`config.mk`:
```
export PLATFORM = sky130hd
export DESIGN_NAME = puf_race_sequencer
export DESIGN_NICKNAME = d
export VERILOG_FILES = /design/src/rtl/puf_pkg.sv /design/src/rtl/puf_phase_timer.sv /design/src/rtl/puf_race_sequencer.sv
export SDC_FILE = /design/constraint.sdc
export NUM_CORES = 1
export LEC_CHECK = 0
export CORE_MARGIN = 3
export CORE_UTILIZATION = 50
export CTS_CLUSTER_DIAMETER = 40
export CTS_CLUSTER_SIZE = 25
export DETAILED_ROUTE_END_ITERATION = 7
export GPL_ROUTABILITY_DRIVEN = 0
export GPL_TIMING_DRIVEN = 0
export PLACE_DENSITY_LB_ADDON = 0.08
export SLEW_MARGIN = 5
export SYNTH_ARGS = -nofsm -noshare
export SYNTH_HDL_FRONTEND = slang
export SYNTH_HIERARCHICAL = 1
export SYNTH_SLANG_ARGS = --single-unit
```
`constraint.sdc`:
```
create_clock -name clk -period 5.9 [get_ports clk]
set_clock_uncertainty 0.2 [all_clocks]
set_input_delay 1.77 -clock clk [delete_from_list [all_inputs] [get_ports clk]]
set_output_delay 1.77 -clock clk [all_outputs]
set_load 0.005 [all_outputs]
```
`src/rtl/puf_pkg.sv`:
```
// puf_pkg: shared state encoding, response width and per-state reset vectors for the RO-PUF sequencer
package puf_pkg;
  localparam int RESP_W = 8;
  typedef enum logic [2:0] {IDLE, R_ALL, R_SCR, R_ARB, SETTLE, RACE, CAPTURE, DONE} state_t;
  localparam logic [2:0] RV_ALL = 3'b111;
  localparam logic [2:0] RV_SCR = 3'b011;
  localparam logic [2:0] RV_ARB = 3'b001;
  localparam logic [2:0] RV_RUN = 3'b000;
  function automatic logic [2:0] rst_vec(state_t s);
    return s == R_SCR ? RV_SCR :
           (s == R_ARB || s == CAPTURE) ? RV_ARB :
           (s == SETTLE || s == RACE) ? RV_RUN : RV_ALL;
  endfunction
endpackage

```
`src/rtl/puf_phase_timer.sv`:
```
// puf_phase_timer: loadable down-counter that flags expiry when it reaches zero
module puf_phase_timer #(
  parameter int W = 4
) (
  input logic clk,
  input logic rst,
  input logic load,
  input logic [W-1:0] val,
  output logic expire
);
  logic [W-1:0] cnt;
  always_ff @(posedge clk)
    cnt <= rst ? '0 : load ? val : (cnt != '0) ? cnt - W'(1) : cnt;
  assign expire = cnt == '0;
endmodule

```
`src/rtl/puf_race_sequencer.sv`:
```
// puf_race_sequencer: RO-PUF response controller sequencing resets, races and winner-bit capture
module puf_race_sequencer
  import puf_pkg::*;
#(
  parameter int N_BITS = RESP_W,
  parameter int RST_CYCLES = 2,
  parameter int SETTLE_CYC = 4,
  parameter int TIMEOUT_CYC = 1024,
  localparam int IDX_W = N_BITS > 1 ? $clog2(N_BITS) : 1
) (
  input logic clk,
  input logic rst,
  input logic start,
  input logic [7:0] challenge,
  input logic arb_done,
  input logic arb_winner,
  output logic counter_rst,
  output logic scrambler_rst,
  output logic arbiter_rst,
  output logic race_en,
  output logic [7:0] race_chal,
  output logic [IDX_W-1:0] race_idx,
  output logic busy,
  output logic [N_BITS-1:0] response,
  output logic resp_valid,
  output logic resp_err
);
  localparam int PMAX = RST_CYCLES > SETTLE_CYC ? RST_CYCLES : SETTLE_CYC;
  localparam int PW = $clog2(PMAX + 1);
  localparam int TW = $clog2(TIMEOUT_CYC + 1);
  state_t state, ns;
  logic chg, last, p_done, t_done;
  logic [PW-1:0] p_val;
  assign chg = ns != state;
  assign last = race_idx == IDX_W'(N_BITS - 1);
  assign p_val = (ns == SETTLE) ? PW'(SETTLE_CYC - 1) : PW'(RST_CYCLES - 1);
  puf_phase_timer #(.W(PW)) u_phase (
    .clk(clk),
    .rst(rst),
    .load(chg),
    .val(p_val),
    .expire(p_done)
  );
  puf_phase_timer #(.W(TW)) u_timeout (
    .clk(clk),
    .rst(rst),
    .load(chg),
    .val(TW'(TIMEOUT_CYC - 1)),
    .expire(t_done)
  );
  always_comb begin
    ns = state;
    case (state)
      IDLE: ns = start ? R_ALL : IDLE;
      R_ALL: ns = p_done ? R_SCR : R_ALL;
      R_SCR: ns = p_done ? R_ARB : R_SCR;
      R_ARB: ns = p_done ? SETTLE : R_ARB;
      SETTLE: ns = p_done ? RACE : SETTLE;
      RACE: ns = arb_done ? CAPTURE : t_done ? DONE : RACE;
      CAPTURE: ns = last ? DONE : R_ALL;
      default: ns = IDLE;
    endcase
  end
  always_ff @(posedge clk) begin
    if (rst) begin
      state <= IDLE;
      {counter_rst, scrambler_rst, arbiter_rst} <= RV_ALL;
      race_en <= 1'b0;
      race_chal <= '0;
      race_idx <= '0;
      busy <= 1'b0;
      response <= '0;
      resp_valid <= 1'b0;
      resp_err <= 1'b0;
    end else begin
      state <= ns;
      {counter_rst, scrambler_rst, arbiter_rst} <= rst_vec(ns);
      race_en <= ns == RACE;
      busy <= ns != IDLE;
      resp_valid <= ns == DONE;
      if (state == IDLE && start) begin
        race_chal <= challenge;
        race_idx <= '0;
        response <= '0;
        resp_err <= 1'b0;
      end
      if (state == RACE && (arb_done || t_done)) begin
        response <= {response[N_BITS-2:0], arb_done & arb_winner};
        resp_err <= ~arb_done;
      end
      if (state == CAPTURE && !last)
        race_idx <= race_idx + IDX_W'(1);
    end
  end
endmodule

```
==> metrics.cfg, run 1 <==
[status]
outcome=complete, no violations

[clocking]
clock_sinks=43
cts_tree=done
cts_resized=0
post_cts_buffers=0
cts_hold_buf=0
cts.path.max_buffers=2
cts_root_buf=clkbuf_8
cts_buffers=5
path_clk_slew_ns=0.08
h-tree-depth=2
clk_latency_ns=0.29

[timing]
setup_viol=0
fin_crit_ns=3.92
hold_viol=0
fmaxAchievable_mhz=255
finalMaxSlewViolations=0
finalCritPeriodShare_pct=66.5
setup_tns_ns=0
slew-limit-headroom_pct=61.2
worst_pin_slew_ns=0.579
rsz0062_at_grt=no
hold_slack_ns=0.256

[setup_path]
worstPathRequired_ns=5.86
r2r_end=u_timeout/cnt[10]
reg2reg_slack_ns=2.24
crit_type=in2reg
crit_cells=7
cpPeakStageDelay_ns=0.54
crit-reg2reg-launch=u_timeout/cnt[0]
crit_fanout=12
path_buf_inv=2
start_kind=input port
crit_family=compound AO/OA/AOI/OAI gates
critical_path.endpoint=u_timeout/cnt[10]
rr_worst_depth=12
crit_chain=clkdlybuf4s50_1, nor2_1, a2111oi_2, a211o_1, clkinv_1, o311ai_0, a21oi_1
crit_arrival_ns=3.89
crit_slowest_cell=clkdlybuf4s50_1
crit_path_end_kind=flop
critPathLaunch=arb_done

[layout]
stdcell_area_sq_um=2620
multi_input_area_sq_um=1120
utilization_pct=68.9
area_growth_pct=28.6
diodes=0
drive_above_1_share_pct=8.05
seq_area_sq_um=861
n_fill_cell=323
fin_nets=315

[synthesis]
synth_common_cells=dfxtp_1, nand2_1, a21oi_1
syn_inst=241
synth_edf_count=0
yosys_warnings=6
ys_ff_latch=43
async_flop_share_pct=0
avgSynthCellArea_sq_um=8.45
ys_types=56
synth_area_leaders=dfxtp_1, a21oi_1, nand2_1
synthesis.area_sq_um=2040
synth.top_cell.area_share_pct=42.3
synth.most_common_cell=dfxtp_1
yosysSeqAreaShare_pct=42.3
synth_top_cell_by_area=dfxtp_1
synth_ff_type=dfxtp_1

[detailed_routing]
avgViaCountPerCell=5.34
drc=0
wl_per_cell_um=12.6
final_antenna_net_count=0
drt-pass1-iter-count=4
wirelength_um=4350
drt_iter0_markers=113
vias=1849

[place]
dpl_cell_area_sq_um=2520
port_buffers=38
hpwl_um=3140

[power_and_ir_drop]
p_per_area_nw_per_um2=438
leakagePower_nw=0.984
ir_worst_vdd_v=0.000240

[floorplanning]
rows=22
core_sq_um=3800
die-area_sq_um=4870
fp.dieH_um=69.8
start_util_pct=53.6
die_w_um=69.8
ios=39

[job]
maxCapViolations=0

[worst_hold_path]
min_path_type=reg2reg

[global_route]
antenna_found_initial=0
grt.overflow.total=0
grt_pass1_vias=1687
grt_pass1_wl_um=7490
grt_max_degree=13
grtUsageTotal_pct=18.6

[final cells by class]
class | count | area share, %
Buffer | 11 | 2.15
Clock buffer | 8 | 3.82
Inverter | 10 | 1.43
Multi-Input combinational cell | 188 | 42.9
Sequential cell | 43 | 32.9
Tap cell | 48 | 2.29
Timing Repair Buffer | 38 | 14.5
[worst min-delay path: stages, from the launching register on]
cell	delay, ns
dfxtp_1	0.31
nand2_1	0.05
a21oi_1	0.05
[worst min path at each step]
stage,cells after the start,endpoint,from
2_1_floorplan,2,race_chal[0],race_chal[0]
3_5_place_dp,2,race_chal[3],race_chal[3]
5_1_grt,2,race_chal[3],race_chal[3]
4_1_cts,2,race_chal[3],race_chal[3]
3_3_place_gp,2,race_chal[0],race_chal[0]
6_report,2,race_chal[7],race_chal[7]
[report_power, final]
part / switching, mW / total [mW] / internal (mW)
sequential: 0.0483 / 0.403 / 0.354
clock: 0.0956 / 0.202 / 0.107
combinational: 0.299 / 0.541 / 0.242
total: 0.443 / 1.15 / 0.704
[cell families (layout without fill, tap and decap cells)]
group           count (synthesis)  after routing  share of synthesized area, %
compound gates                 60             60                          20.0
xor+xnor                        4              4                          1.72
fa+ha+maj                       5              5                          3.07
buf+inv                        21             67                          4.61
flops                          43             43                          42.3
mux                             3              3                          1.48
other cells                     2             13                         0.369
simple gates                  103            103                          26.5
[per-layer routing]
metal	wire length, um	track usage [%]	vias to the layer above
li1	-	-	959
met1	2050	24.6	848
met2	2050	29.8	37
met3	200	5.07	5
met4	50	5.11	0
met5	0	0	-
[per-stage QoR]
| step | power [mW] | setup WS (ns) | cells |
|---|---|---|---|
| after floorplan | 0.811 | 2.58 | 252 |
| after global placement | 0.932 | 1.69 | 338 |
| after detailed placement | 0.947 | 1.67 | 338 |
| after CTS | 1.15 | 1.97 | 346 |
| after global routing | 1.24 | 1.78 | 346 |
| final | 1.15 | 1.98 | 346 |
[flip-flops by register name (all words and copies together), names as in the netlist]
name / flops
race_chal: 8
u_timeout/cnt: 11
busy: 1
state: 3
counter_rst: 1
arbiter_rst: 1
race_idx: 3
resp_err: 1
resp_valid: 1
race_en: 1
scrambler_rst: 1
response: 8
u_phase/cnt: 3
[cells in the final DEF (no fill, tap or decap), types with 6 or more instances in the layout]
master / count
dfxtp_1: 43
nand3_1: 12
clkbuf_1: 6
conb_1: 13
inv_1: 8
a21oi_1: 26
nand2_1: 34
nor2_1: 18
clkdlybuf4s50_1: 38
clkbuf_8: 7
(Power assumes the default switching activity.)
==> run 2: changes to the inputs <==
CORE_UTILIZATION = 46   (was 50)
clock period = 3.6 ns   (was 5.9 ns; I/O delays follow)
==> metrics.cfg, run 2 (same netlist as run 1, synthesis figures left out) <==
[clocking]
cts_root_buf=clkbuf_8
clock_sinks=43  ; unchanged
cts.path.max_buffers=2  ; unchanged
cts_tree=done
h-tree-depth=2  ; unchanged
clk_latency_ns=0.29  ; about the same
cts_hold_buf=0  ; unchanged
cts_buffers=5  ; unchanged
path_clk_slew_ns=0.08  ; about the same

[detailed_routing]
wl_per_cell_um=12.7  ; +0.65%
drt-met1-wl_um=2100  ; +2.4%
drt_iter0_markers=101  ; -11%
final_antenna_net_count=0  ; unchanged
wl_met3_um=197  ; -1.5%
drt-pass1-iter-count=4  ; unchanged
topRoutingLayerUsed=met4
drc=0  ; unchanged
vias=1829  ; -1.1%
avgViaCountPerCell=5.23  ; -2.2%
wirelength_um=4430  ; +1.8%
routed-wl-met2_um=2090  ; +2.1%

[floorplanning]
start_util_pct=49.1  ; -4.5 points
fp.dieH_um=72.5  ; +3.9%
rows=23  ; +4.5%
ios=39  ; unchanged
die-area_sq_um=5260  ; +7.9%
core_sq_um=4140  ; +9.1%
die_w_um=72.5  ; +3.9%

[layout]
utilization_pct=64.3  ; -4.6 points
multi_input_area_sq_um=1140  ; +2.0%
fin_nets=318  ; +0.95%
largest_reg_flops=11  ; unchanged
final_common_cell=dfxtp_1
area_growth_pct=30.9
top_regs=u_timeout/cnt (11), race_chal (8), response (8)
n_fill_cell=387  ; +20%
largest-register=u_timeout/cnt
stdcell_area_sq_um=2670  ; +1.8%
seq_area_sq_um=861  ; unchanged
drive_above_1_share_pct=9.33  ; +1.3 points
layout_common_cells=dfxtp_1, clkdlybuf4s50_1, nand2_1
diodes=0  ; unchanged
final_cells=350  ; +1.2%

[setup_path]
critPathLaunch=u_timeout/cnt[0]
crit_arrival_ns=3.38  ; -0.51 ns
worstPathRequired_ns=3.61  ; -2.25 ns
crit_path_end_kind=flop
crit_slowest_cell=a2111oi_4
start_kind=flop
crit_chain=inv_1, ha_1, or4b_1, buf_2, or3_4, inv_2, nor2_1, a2111oi_4, a211o_2, clkbuf_2, nand2_1, o22ai_1
crit_family=simple AND/OR/NAND/NOR gates
path_buf_inv=4  ; +2
cpPeakStageDelay_ns=0.45  ; -0.09 ns
crit-reg2reg-launch=u_timeout/cnt[0]
crit_fanout=10  ; -2
crit_type=reg2reg

[timing]
worst_pin_slew_ns=0.563  ; -0.0155 ns
fin_crit_ns=3.37
finalMaxSlewViolations=0  ; unchanged
finalCritPeriodShare_pct=93.7
rsz0062_at_grt=no
hold_viol=0  ; unchanged
slew-limit-headroom_pct=62.3  ; +1.0 points
setup_viol=0  ; unchanged
fmaxAchievable_mhz=296
setup_tns_ns=0  ; unchanged

[place]
port_buffers=38  ; unchanged
hpwl_um=3060  ; -2.4%
placed_cells=340  ; +0.59%
dpl_cell_area_sq_um=2520  ; about the same

[power_and_ir_drop]
power_mw=1.96  ; +71%
ir_worst_vdd_v=0.000525  ; +120%
p_per_area_nw_per_um2=736  ; +68%
leakagePower_nw=1.00  ; +1.9%

[worst_hold_path]
hp-start=race_chal[2]
min_path_type=reg2reg

[global_route]
grt.overflow.total=0  ; unchanged
grt_pass1_wl_um=7190  ; -4.0%
grtUsageTotal_pct=17.0  ; -1.6 points
antenna_found_initial=0  ; unchanged
grt_pass1_vias=1590  ; -5.7%
grt_max_degree=13  ; unchanged

[status]
outcome=complete, no violations

[job]
maxCapViolations=0  ; unchanged

[run 2: path summary, 6_finish.rpt]
check / end / slack [ns] / depth (start not counted)
worst max-delay path: u_timeout/cnt[9] / 0.23 / 12
worst min-delay path: race_chal[2] / 0.26 / 2
worst max register to register: u_timeout/cnt[9] / 0.23 / 12
worst min register to register: race_chal[2] / 0.26 / 2
[run 2: per-stage QoR]
stage / hold WS [ns] / setup slack, ns
finish: 0.256 / 0.225
global route: 0.282 / 0.00993
CTS: 0.257 / 0.123
detailed placement: 0.246 / -0.0800
global placement: 0.241 / -0.00647
floorplan: 0.253 / 0.402
[run 2: layer usage]
metal  vias to the layer above  global-route usage, %
met5                         -                      0
met4                         0                   5.53
met3                         5                   4.02
met2                        33                   26.1
met1                       828                   23.4
li1                        963                      -
[run 2: what timing repair did]
item	CTS	global route
endpoints found under the setup margin	10	8
setup buffers	0	2
hold endpoints to repair	0	0
gates resized for setup	2	2
pin swaps	0	1
gates cloned	0	1
[run 2: power by group]
group          internal, mW  switching, mW
clock                 0.203          0.153
sequential            0.580         0.0793
combinational         0.434          0.511
total                  1.22          0.743
[run 2: worst min-delay path: cells and delay by family (launching register included)]
family	cells	cell delay (ns)
AO/OA/AOI/OAI	1	0.05
flip-flops	1	0.31
AND/OR/NAND/NOR	1	0.05
[run 2: area by class of cell]
class | instances | area share (%)
Multi-Input combinational cell | 189 | 43.0
Timing Repair Buffer | 40 | 14.8
Clock buffer | 6 | 2.72
Tap cell | 50 | 2.35
Sequential cell | 43 | 32.3
Inverter | 10 | 1.55
Clock inverter | 1 | 1.13
Buffer | 11 | 2.16
==> run 3: changes to the inputs <==
CORE_UTILIZATION = 50   (was 46)
DONT_BUFFER_PORTS = 1   (was unset)
==> metrics.cfg, run 3 (same netlist as run 1, synthesis figures left out) <==
[status]
outcome=complete, no violations

[layout]
largest-register=u_timeout/cnt
utilization_pct=61.0  ; -3.3 points
diodes=0  ; unchanged
top_regs=u_timeout/cnt (11), race_chal (8), response (8)
fin_nets=280  ; -12%
largest_reg_flops=11  ; unchanged
drive_above_1_share_pct=11.4  ; +2.1 points
final_common_cell=dfxtp_1
area_growth_pct=13.8
multi_input_area_sq_um=1140  ; unchanged
layout_common_cells=dfxtp_1, nand2_1, a21oi_1
seq_area_sq_um=861  ; unchanged
n_fill_cell=343  ; -11%

[setup_path]
crit_path_end_kind=flop
crit_chain=inv_1, ha_1, or4b_1, buf_2, or3_4, inv_2, nor2_1, a2111oi_4, a211o_2, clkinvlp_4, o311ai_0, a21oi_1
start_kind=flop
crit_fanout=9  ; -1
crit_family=simple AND/OR/NAND/NOR gates
path_buf_inv=4  ; unchanged
worstPathRequired_ns=3.58  ; -0.03 ns
crit_arrival_ns=3.32  ; -0.06 ns
crit_slowest_cell=or4b_1
cpPeakStageDelay_ns=0.45  ; about the same
crit_type=reg2reg

[detailed_routing]
drt-pass1-iter-count=4  ; unchanged
final_antenna_net_count=0  ; unchanged
drt_iter0_markers=100  ; -0.99%
drc=0  ; unchanged
wl_per_cell_um=13.7  ; +8.4%
vias=1679  ; -8.2%
avgViaCountPerCell=5.40  ; +3.3%
wirelength_um=4270  ; -3.7%

[floorplanning]
ios=39  ; unchanged
start_util_pct=53.6  ; +4.5 points
core_sq_um=3800  ; -8.3%
rows=22  ; -4.3%
fp.dieH_um=69.8  ; -3.8%
die-area_sq_um=4870  ; -7.4%
die_w_um=69.8  ; -3.8%

[clocking]
cts_root_buf=clkbuf_8
cts.path.max_buffers=2  ; unchanged
cts_buffers=5  ; unchanged
h-tree-depth=2  ; unchanged
path_clk_slew_ns=0.09  ; about the same
clk_latency_ns=0.30  ; about the same
cts_tree=done
clock_sinks=43  ; unchanged

[global_route]
grt.overflow.total=0  ; unchanged
grtUsageTotal_pct=17.6  ; +0.62 points
grt_pass1_vias=1525  ; -4.1%
grt_max_degree=15  ; +2
antenna_found_initial=0  ; unchanged
grt_pass1_wl_um=7040  ; -2.1%

[timing]
fin_crit_ns=3.34  ; -0.0372 ns
slew-limit-headroom_pct=62.9  ; +0.63 points
rsz0062_at_grt=no
fin_ws_ns=0.262  ; +0.0372 ns
worst_pin_slew_ns=0.554  ; -0.00937 ns
setup_viol=0  ; unchanged
hold_slack_ns=0.274  ; +0.0179 ns
hold_viol=0  ; unchanged
finalMaxSlewViolations=0  ; unchanged
finalCritPeriodShare_pct=92.7  ; -1.0 points
fmaxAchievable_mhz=300  ; +1.1%

[job]
maxCapViolations=0  ; unchanged

[place]
dp_slack_ns=-0.0559  ; +0.0241 ns
hpwl_um=2880  ; -5.8%
port_buffers=0  ; -100%

[power_and_ir_drop]
leakagePower_nw=0.876  ; -13%
p_per_area_nw_per_um2=863  ; +17%
ir_worst_vdd_v=0.000434  ; -17%

[worst_hold_path]
min_path_type=reg2reg

==> run 3: tightest hold or removal path, cell delays in order (launching register included) <==
cell and delay, ns:
dfxtp_1 0.33, nand2_1 0.05, a21oi_1 0.05
==> run 3: final timing paths <==
| path | start | endpoint | slack [ns] | cells after the start |
|---|---|---|---|---|
| hold / removal | race_chal[5] | race_chal[5] | 0.27 | 2 |
| setup / recovery | u_timeout/cnt[0] | u_timeout/cnt[10] | 0.26 | 12 |
| setup reg to reg | u_timeout/cnt[0] | u_timeout/cnt[10] | 0.26 | 12 |
| hold reg to reg | race_chal[5] | race_chal[5] | 0.27 | 2 |
==> run 3: timing repair <==
| action | CTS | global route |
|---|---|---|
| setup endpoints to repair | 10 | 7 |
| hold endpoints to repair | 0 | 0 |
| hold buffers | 0 | 0 |
| cloned | 0 | 1 |
| setup buffers | 0 | 2 |
| resized for setup | 2 | 2 |
| pin swaps | 0 | 1 |
==> run 3: stage by stage <==
step,TNS [ns],total power [mW],instances,instance area [sq um]
floorplan,0,1.33,252,2080
global placement,-0.223,1.48,300,2140
detailed placement,-0.123,1.48,300,2140
CTS,0,1.94,308,2280
global route,0,2.14,311,2320
finish,0,2.00,311,2320
==> run 3: metal layers <==
layer  track usage (%)  vias to the layer above  part of all wire [%]
li1                  -                      890                     -
met5                 0                        -                     0
met4              4.47                        0                   1.5
met3              7.39                        7                   5.4
met2              26.1                       33                    45
met1              23.5                      749                    48
==> run 3: power by group <==
group | internal [mW] | switching (mW)
Combinational | 0.379 | 0.497
Clock | 0.277 | 0.175
Sequential | 0.581 | 0.0886
==> run 3: layout make-up <==
type,instances,share of cell area (%)
flip-flops and latches,43,37.2
clock buffers,5,2.97
plain buffers,11,2.49
multi-input cells,189,49.4
repair buffers,2,0.648
clock inverters,3,2.92
inverters,10,1.78
well taps,48,2.59
